<file path="config.mk">
export PLATFORM = sky130hd
export DESIGN_NAME = bitbakery_serial_rx
export DESIGN_NICKNAME = d
export VERILOG_FILES = /design/src/rtl/bitbakery_serial_rx.sv
export SDC_FILE = /design/constraint.sdc
export NUM_CORES = 1
export LEC_CHECK = 0
export CORE_ASPECT_RATIO = 0.9
export CORE_MARGIN = 1.5
export CORE_UTILIZATION = 55
export DETAILED_ROUTE_END_ITERATION = 10
export PLACE_DENSITY = 0.8
export SYNTH_ARGS = -nofsm -noshare
export SYNTH_HDL_FRONTEND = slang
export SYNTH_SLANG_ARGS = --single-unit
export TNS_END_PERCENT = 100
</file>
<file path="constraint.sdc">
create_clock -name clock -period 5.76 [get_ports clock]
set_clock_uncertainty 0.05 [all_clocks]
set_input_delay 1.728 -clock clock [delete_from_list [all_inputs] [get_ports clock]]
set_output_delay 1.728 -clock clock [all_outputs]
set_load 0.02 [all_outputs]
</file>
<file path="src/rtl/bitbakery_serial_rx.sv">
// bitbakery_serial_rx
// UART receiver with a small command decoder on top.
// It samples an asynchronous serial line at DIVISOR clocks per bit. The default
// frame is 8N1. Each valid byte is latched into dado and then decoded on its top
// two bits (the tag).
//
// Optional feature: define BITBAKERY_RX_PARITY_EN to receive 8E1 frames. An even
// parity mismatch then pulses erro_paridade instead of pronto.
//
// Ports
//   clock           in   system clock
//   reset           in   asynchronous active-low reset
//   entrada_serial  in   asynchronous serial line, idle high
//   dado            out  last valid received byte
//   pronto          out  one-cycle pulse per valid byte
//   minigame        out  tag 00: selected minigame (byte[5:4])
//   estado          out  tag 00: top-level state code (byte[3:0])
//   jogada          out  tag 01: move/buttons (byte[5:0])
//   dificuldade     out  tag 10: difficulty (byte[4])
//   player_position out  tag 10: delivery player position (byte[3:0])
//   erro_frame      out  one-cycle pulse when the stop bit is low
//   erro_paridade   out  one-cycle pulse on parity mismatch (0 without the macro)
module bitbakery_serial_rx #(
  parameter int DIVISOR = 434
) (
  input  logic       clock,
  input  logic       reset,
  input  logic       entrada_serial,
  output logic [7:0] dado,
  output logic       pronto,
  output logic [1:0] minigame,
  output logic [3:0] estado,
  output logic [5:0] jogada,
  output logic       dificuldade,
  output logic [3:0] player_position,
  output logic       erro_frame,
  output logic       erro_paridade
);

  localparam int CW   = (DIVISOR > 1) ? $clog2(DIVISOR) : 1;
  localparam int HALF = (DIVISOR / 2 > 0) ? DIVISOR / 2 : 1;
  localparam logic [CW-1:0] FULL_LAST = CW'(DIVISOR - 1);
  localparam logic [CW-1:0] HALF_LAST = CW'(HALF - 1);

  typedef enum logic [2:0] {
    IDLE,
    START,
    DATA,
`ifdef BITBAKERY_RX_PARITY_EN
    PARITY,
`endif
    STOP,
    DONE
  } state_t;

  state_t state, state_next;

  logic          sync1, sync2;
  logic [1:0]    warm;
  logic          line_prev;
  logic          fall;
  logic [CW-1:0] cnt;
  logic [2:0]    bit_cnt;
  logic [7:0]    shift;
  logic          in_frame;
  logic          sample;
  logic          take_byte;
  logic          frame_err;
  logic          par_err;

  // Two-flop synchronizer. Both flops idle high.
  always_ff @(posedge clock or negedge reset) begin
    if (!reset) begin
      sync1 <= 1'b1;
      sync2 <= 1'b1;
    end else begin
      sync1 <= entrada_serial;
      sync2 <= sync1;
    end
  end

  // The synchronizer's reset value is not a real observation of the line.
  // line_prev is only allowed to see a genuine high once warm[1] is set.
  // Because of this, a line that is already low at reset release never looks
  // like a falling edge.
  always_ff @(posedge clock or negedge reset) begin
    if (!reset) begin
      warm      <= '0;
      line_prev <= 1'b0;
    end else begin
      warm      <= {warm[0], 1'b1};
      line_prev <= sync2 & warm[1];
    end
  end

  assign fall = line_prev & ~sync2;

  always_comb begin
    in_frame = 1'b0;
    sample   = 1'b0;
    unique case (state)
      START: begin
        in_frame = 1'b1;
        sample   = (cnt == HALF_LAST);
      end
      DATA,
`ifdef BITBAKERY_RX_PARITY_EN
      PARITY,
`endif
      STOP: begin
        in_frame = 1'b1;
        sample   = (cnt == FULL_LAST);
      end
      default: ;
    endcase
  end

  // Baud counter. It restarts on every sample, so it never wraps mid-bit.
  always_ff @(posedge clock or negedge reset) begin
    if (!reset) begin
      cnt <= '0;
    end else if (!in_frame || sample) begin
      cnt <= '0;
    end else begin
      cnt <= cnt + 1'b1;
    end
  end

  always_ff @(posedge clock or negedge reset) begin
    if (!reset) begin
      bit_cnt <= '0;
      shift   <= '0;
    end else if (state != DATA) begin
      bit_cnt <= '0;
    end else if (sample) begin
      bit_cnt <= bit_cnt + 1'b1;
      shift   <= {sync2, shift[7:1]};
    end
  end

`ifdef BITBAKERY_RX_PARITY_EN
  logic par_bit;

  always_ff @(posedge clock or negedge reset) begin
    if (!reset) begin
      par_bit <= 1'b0;
    end else if (state == PARITY && sample) begin
      par_bit <= sync2;
    end
  end
`endif

  always_ff @(posedge clock or negedge reset) begin
    if (!reset) begin
      state <= IDLE;
    end else begin
      state <= state_next;
    end
  end

  always_comb begin
    state_next = state;
    take_byte  = 1'b0;
    frame_err  = 1'b0;
    par_err    = 1'b0;
    unique case (state)
      IDLE: begin
        if (fall) state_next = START;
      end
      START: begin
        if (sample) state_next = sync2 ? IDLE : DATA;
      end
      DATA: begin
        if (sample && bit_cnt == 3'd7) begin
`ifdef BITBAKERY_RX_PARITY_EN
          state_next = PARITY;
`else
          state_next = STOP;
`endif
        end
      end
`ifdef BITBAKERY_RX_PARITY_EN
      PARITY: begin
        if (sample) state_next = STOP;
      end
`endif
      STOP: begin
        if (sample) begin
          state_next = IDLE;
          if (!sync2) begin
            frame_err = 1'b1;
          end else begin
`ifdef BITBAKERY_RX_PARITY_EN
            if ((^shift) ^ par_bit) par_err = 1'b1;
            else                    state_next = DONE;
`else
            state_next = DONE;
`endif
          end
        end
      end
      DONE: begin
        take_byte  = 1'b1;
        state_next = IDLE;
      end
      default: state_next = IDLE;
    endcase
  end

  // All outputs are registered. pronto rises on the same edge that updates dado
  // and the decoded fields. Decoded fields that the tag does not address keep
  // their values.
  always_ff @(posedge clock or negedge reset) begin
    if (!reset) begin
      dado            <= '0;
      pronto          <= 1'b0;
      minigame        <= '0;
      estado          <= '0;
      jogada          <= '0;
      dificuldade     <= 1'b0;
      player_position <= '0;
      erro_frame      <= 1'b0;
    end else begin
      pronto     <= take_byte;
      erro_frame <= frame_err;
      if (take_byte) begin
        dado <= shift;
        unique case (shift[7:6])
          2'b00: begin
            minigame <= shift[5:4];
            estado   <= shift[3:0];
          end
          2'b01: jogada <= shift[5:0];
          2'b10: begin
            dificuldade     <= shift[4];
            player_position <= shift[3:0];
          end
          default: ;
        endcase
      end
    end
  end

`ifdef BITBAKERY_RX_PARITY_EN
  always_ff @(posedge clock or negedge reset) begin
    if (!reset) begin
      erro_paridade <= 1'b0;
    end else begin
      erro_paridade <= par_err;
    end
  end
`else
  logic unused_par;
  assign unused_par    = par_err;
  assign erro_paridade = 1'b0;
`endif

endmodule
</file>
# After elaboration in Yosys (flattened, before gate mapping)
# Cells that the tools add are included.
# word_totals
register_bits,55
wordCells,65
in_bits,3
out_inout_bits,28
# op_classes
n_reduce_logical,13
bitwise_logic,4
n_eq_ne,14
mux,16
add_sub_neg,2
# op_table
cell,count
3-bit two-way mux,7
3-bit one-hot mux with 4 select lines,1
"9-bit by 1-bit adder with 9-bit output, second input constant",1
"9-bit by 8-bit == test with 1-bit output, second input constant",1
"9-bit == test, second input constant",1
9-bit two-way mux,1
"2-bit inequality test, second input constant",4
2-bit AND reduction,4
"3-bit by 2-bit == test with 1-bit output, second input constant",2
"3-bit == test, second input constant",2
1-bit two-way mux,5
4-bit AND reduction,1
"3-bit by 1-bit adder with 3-bit output, second input constant",1
"3-bit by 1-bit == test with 1-bit output, second input constant",1
3-bit logical NOT,1
"3-bit by 2-bit inequality test with 1-bit output, second input constant",1
3-bit OR reduction,1
1-bit AND,2
"2-bit by 1-bit == test with 1-bit output, second input constant",1
"2-bit == test, second input constant",1
2-bit logical NOT,1
2-bit two-way mux,1
1-bit inverter,2
1-bit one-hot mux with 2 select lines,1
other kinds (5),5

# Longest topological paths before layout
# depth
depth_word,6
mapped_depth,5
ltp_nobuf,5

# Least setup slack after synthesis
# No wires, ideal clock.
# synth_timing
path_type,flip-flop to output port
start,register dado[0]
end,output dado[0]
n_path_buf,0
path_stages_with_launch,1
arrival_ps,423
required_ps,3982
path_slack_ps,3559
cell_sequence,dfrtp_1
# synth_rtl
item,line,source
start: declaration,29,"output logic [7:0] dado,"
start signal: assignment,227,dado <= shift;
# No word-level cell between the ends.

# Worst setup path after layout
# layout_timing
start,register estado[0]
end,output estado[0]
# layout_rtl
item,line,source
start: declaration,32,"output logic [3:0] estado,"
start signal: assignment,231,estado <= shift[3:0];
# No word-level cell between the ends.

==> flow_summary.toml <==
[floorplan]
initial_core_util = 0.588
die_x_um = 70.5
pin_count = 31
core_area_um2 = 3840
rows = 21
die_area_um2 = 4500
die_h_um = 63.8

[hold_path]
hp-class = "flip-flop to flip-flop"
hold_path_depth = 0

[placement]
dp.cells = 231
dp_hpwl_mm = 2.71
dp_slack_ns = 3.02
place_congestion = 0.703
port_buffers = 29

[worst_setup_path]
crit_family = "buffers and inverters"
cp.buffers_inverters = 1
cp.required_ns = 3.98
cpMaxStageDelayCell = "clkdlybuf4s50_1"
crit_cells = 1
crit_path_end_kind = "output port"
crit_chain = "clkdlybuf4s50_1"
cpPeakStageDelay_ns = 0.61
arrival_ns = 1.27
startpoint_type = "flip-flop"
reg2reg_depth = 4
path_class = "flip-flop to output port"
crit_fanout = 2

[global_routing]
track_usage = 0.192
grt_overflow_total = 0
grt_antenna_before_repair = 0
grt_max_degree = 56
grt_pass1_vias = 1385
grt_first_pass_wirelength_mm = 6.61

[clocking]
ctsHoldBuffers = 0
cts_root_buf = "clkbuf_8"
clock_latency_ns = 0.30
cts_tree = "built"
cts_buffers = 5
htreeDepth = 2
cts_sinks = 55
clk_pin_slew_ns = 0.09
clock_path_buffers = 2
postCtsSetupRepairBufs = 0
ctsResizeCount = 0

[layout]
layout.nets = 198
diodes = 0
drive_above_1_share = 0.275
finalNonFillerCells = 239
synthToLayoutAreaGrowth_pct = 18.4

[routing]
viasPerCell = 5.59
dr.pass1.iters = 4
drt_iter0_drc = 125
drc = 0
routedWlPerCell_um = 16.0
via_count = 1336
wirelength_mm = 3.82
final_antenna_net_count = 0

[synth]
synthCells = 158
synthTopCellsByArea = "dfrtp_1 (59%), mux2_2 (17%), dfstp_2 (2.3%)"
synth_edf_count = 0
synth_commonest_cells = "dfrtp_1 (53), mux2_2 (34), nor3_1 (9), nand2_1 (7), xor2_1 (6)"
synth_top_cell_by_area = "dfrtp_1"
synth_cell_types = 37
synth_flop_cell = "dfrtp_1"
synth_top_area_share = 0.588
synth_area_um2 = 2260
synth_seq_area_share = 0.611
yosys_warnings = 0
syn-num-nets = 164
avgSynthCellArea_um2 = 14.3
synth-async-reset-ratio = 1.00
ys_seq_elements = 55
yosys.cell_count.top_type = "dfrtp_1"

[timing]
hold_viol_final = 0
fin_crit_ns = 3.05
tns_ns = 0
setup_slack_ns = 2.71
fin_crit_sh = 0.530
drv_slew = 0
fmax_mhz = 328
tightest_slew_ns = 0.658
rsz0062_at_grt = "false"
setup_viol = 0
slew_headroom = 0.561

[power]
cellLeakagePower_nw = 1.26
vdd_drop_max_mv = 0.176
power_per_cell_area_nw_per_um2 = 265

[status]
status = "finished, final reports clean"

[flow_run]
cap_viol_max_count = 0
## where the power goes
group	switching [mW]	total, mW	internal (mW)
clock	0.110	0.195	0.0855
sequential	0.0360	0.447	0.411
combinational	0.0321	0.0664	0.0343
total	0.178	0.708	0.531
## cell type report
type                    instances  area (µm²)
flip-flops and latches         55        1380
fillers                       258        1160
repair buffers                 31         300
multi-input cells              98         850
well taps                      46        57.6
clock inverters                 1        5.00
inverters                       1        3.75
clock buffers                   7        76.3
## stage by stage
step                      power, mW  utilization  hold WS [ns]  cell area [µm²]
after floorplan               0.494            -         0.281             2260
after global placement        0.511        0.675         0.286             2590
after detailed placement      0.518        0.675         0.297             2590
after CTS                     0.715        0.696         0.312             2670
after global routing          0.747        0.696         0.315             2670
final                         0.708        0.696         0.311             2670
## routing by layer
layer | track usage | vias to the layer above | wire [µm]
met2 | 0.311 | 33 | 1900
met4 | 0.0673 | 0 | 46
met3 | 0.0410 | 4 | 148
met5 | 0 | - | 0
met1 | 0.257 | 671 | 1730
li1 | - | 628 | -
## logic make-up (layout without fill, tap and decap cells)
group,count (synthesis),after routing,share of synthesized area
buffers and inverters,5,40,0.0122
AND/OR/NAND/NOR,43,43,0.128
adder cells (fa/ha/maj),3,3,0.0166
AO/OA/AOI/OAI,6,6,0.0189
other,2,2,0.00333
multiplexers,37,37,0.183
XOR/XNOR,7,7,0.0272
flip-flops,55,55,0.611
## path summary, 6_finish.rpt
check	start	to	slack, ns
setup / recovery	estado[0]	estado[0]	2.71
max in group asynchronous	reset	bit_cnt[1]	3.73
setup reg to reg	state[1]	bit_cnt[0]	3.69
hold / removal	sync1	sync2	0.31
hold reg to reg	sync1	sync2	0.31
min in group asynchronous	reset	cnt[7]	1.49
## cell usage in the layout, fill, tap and decap left out, types with 2 or more instances in the layout
master,instances
ha_1,3
and3_1,2
nor3b_1,2
clkdlybuf4s50_1,28
nor2_1,2
clkbuf_8,5
mux2i_1,3
nand3b_1,3
dfrtp_1,53
clkbuf_1,2
nor3_1,9
mux2_2,34
conb_1,2
nand4_1,2
nor3b_2,2
buf_4,2
nand3_1,3
dfstp_2,2
nand2_1,7
xor2_1,6
a21oi_1,2
## worst reg2reg max path: stages (launching register included)
cell,delay (ns)
dfrtp_1,0.45
and2b_4,0.21
or4_4,0.51
a21oi_2,0.50
mux2i_1,0.27
## sequential cells by signal, summed over array words and instances (netlist names)
signal,count
state,3
pronto,1
minigame,2
jogada,6
cnt,9
bit_cnt,3
shift,8
warm,2
sync1,1
player_position,4
dificuldade,1
erro_frame,1
dado,8
line_prev,1
sync2,1
estado,4
(Power assumes the default switching activity.)
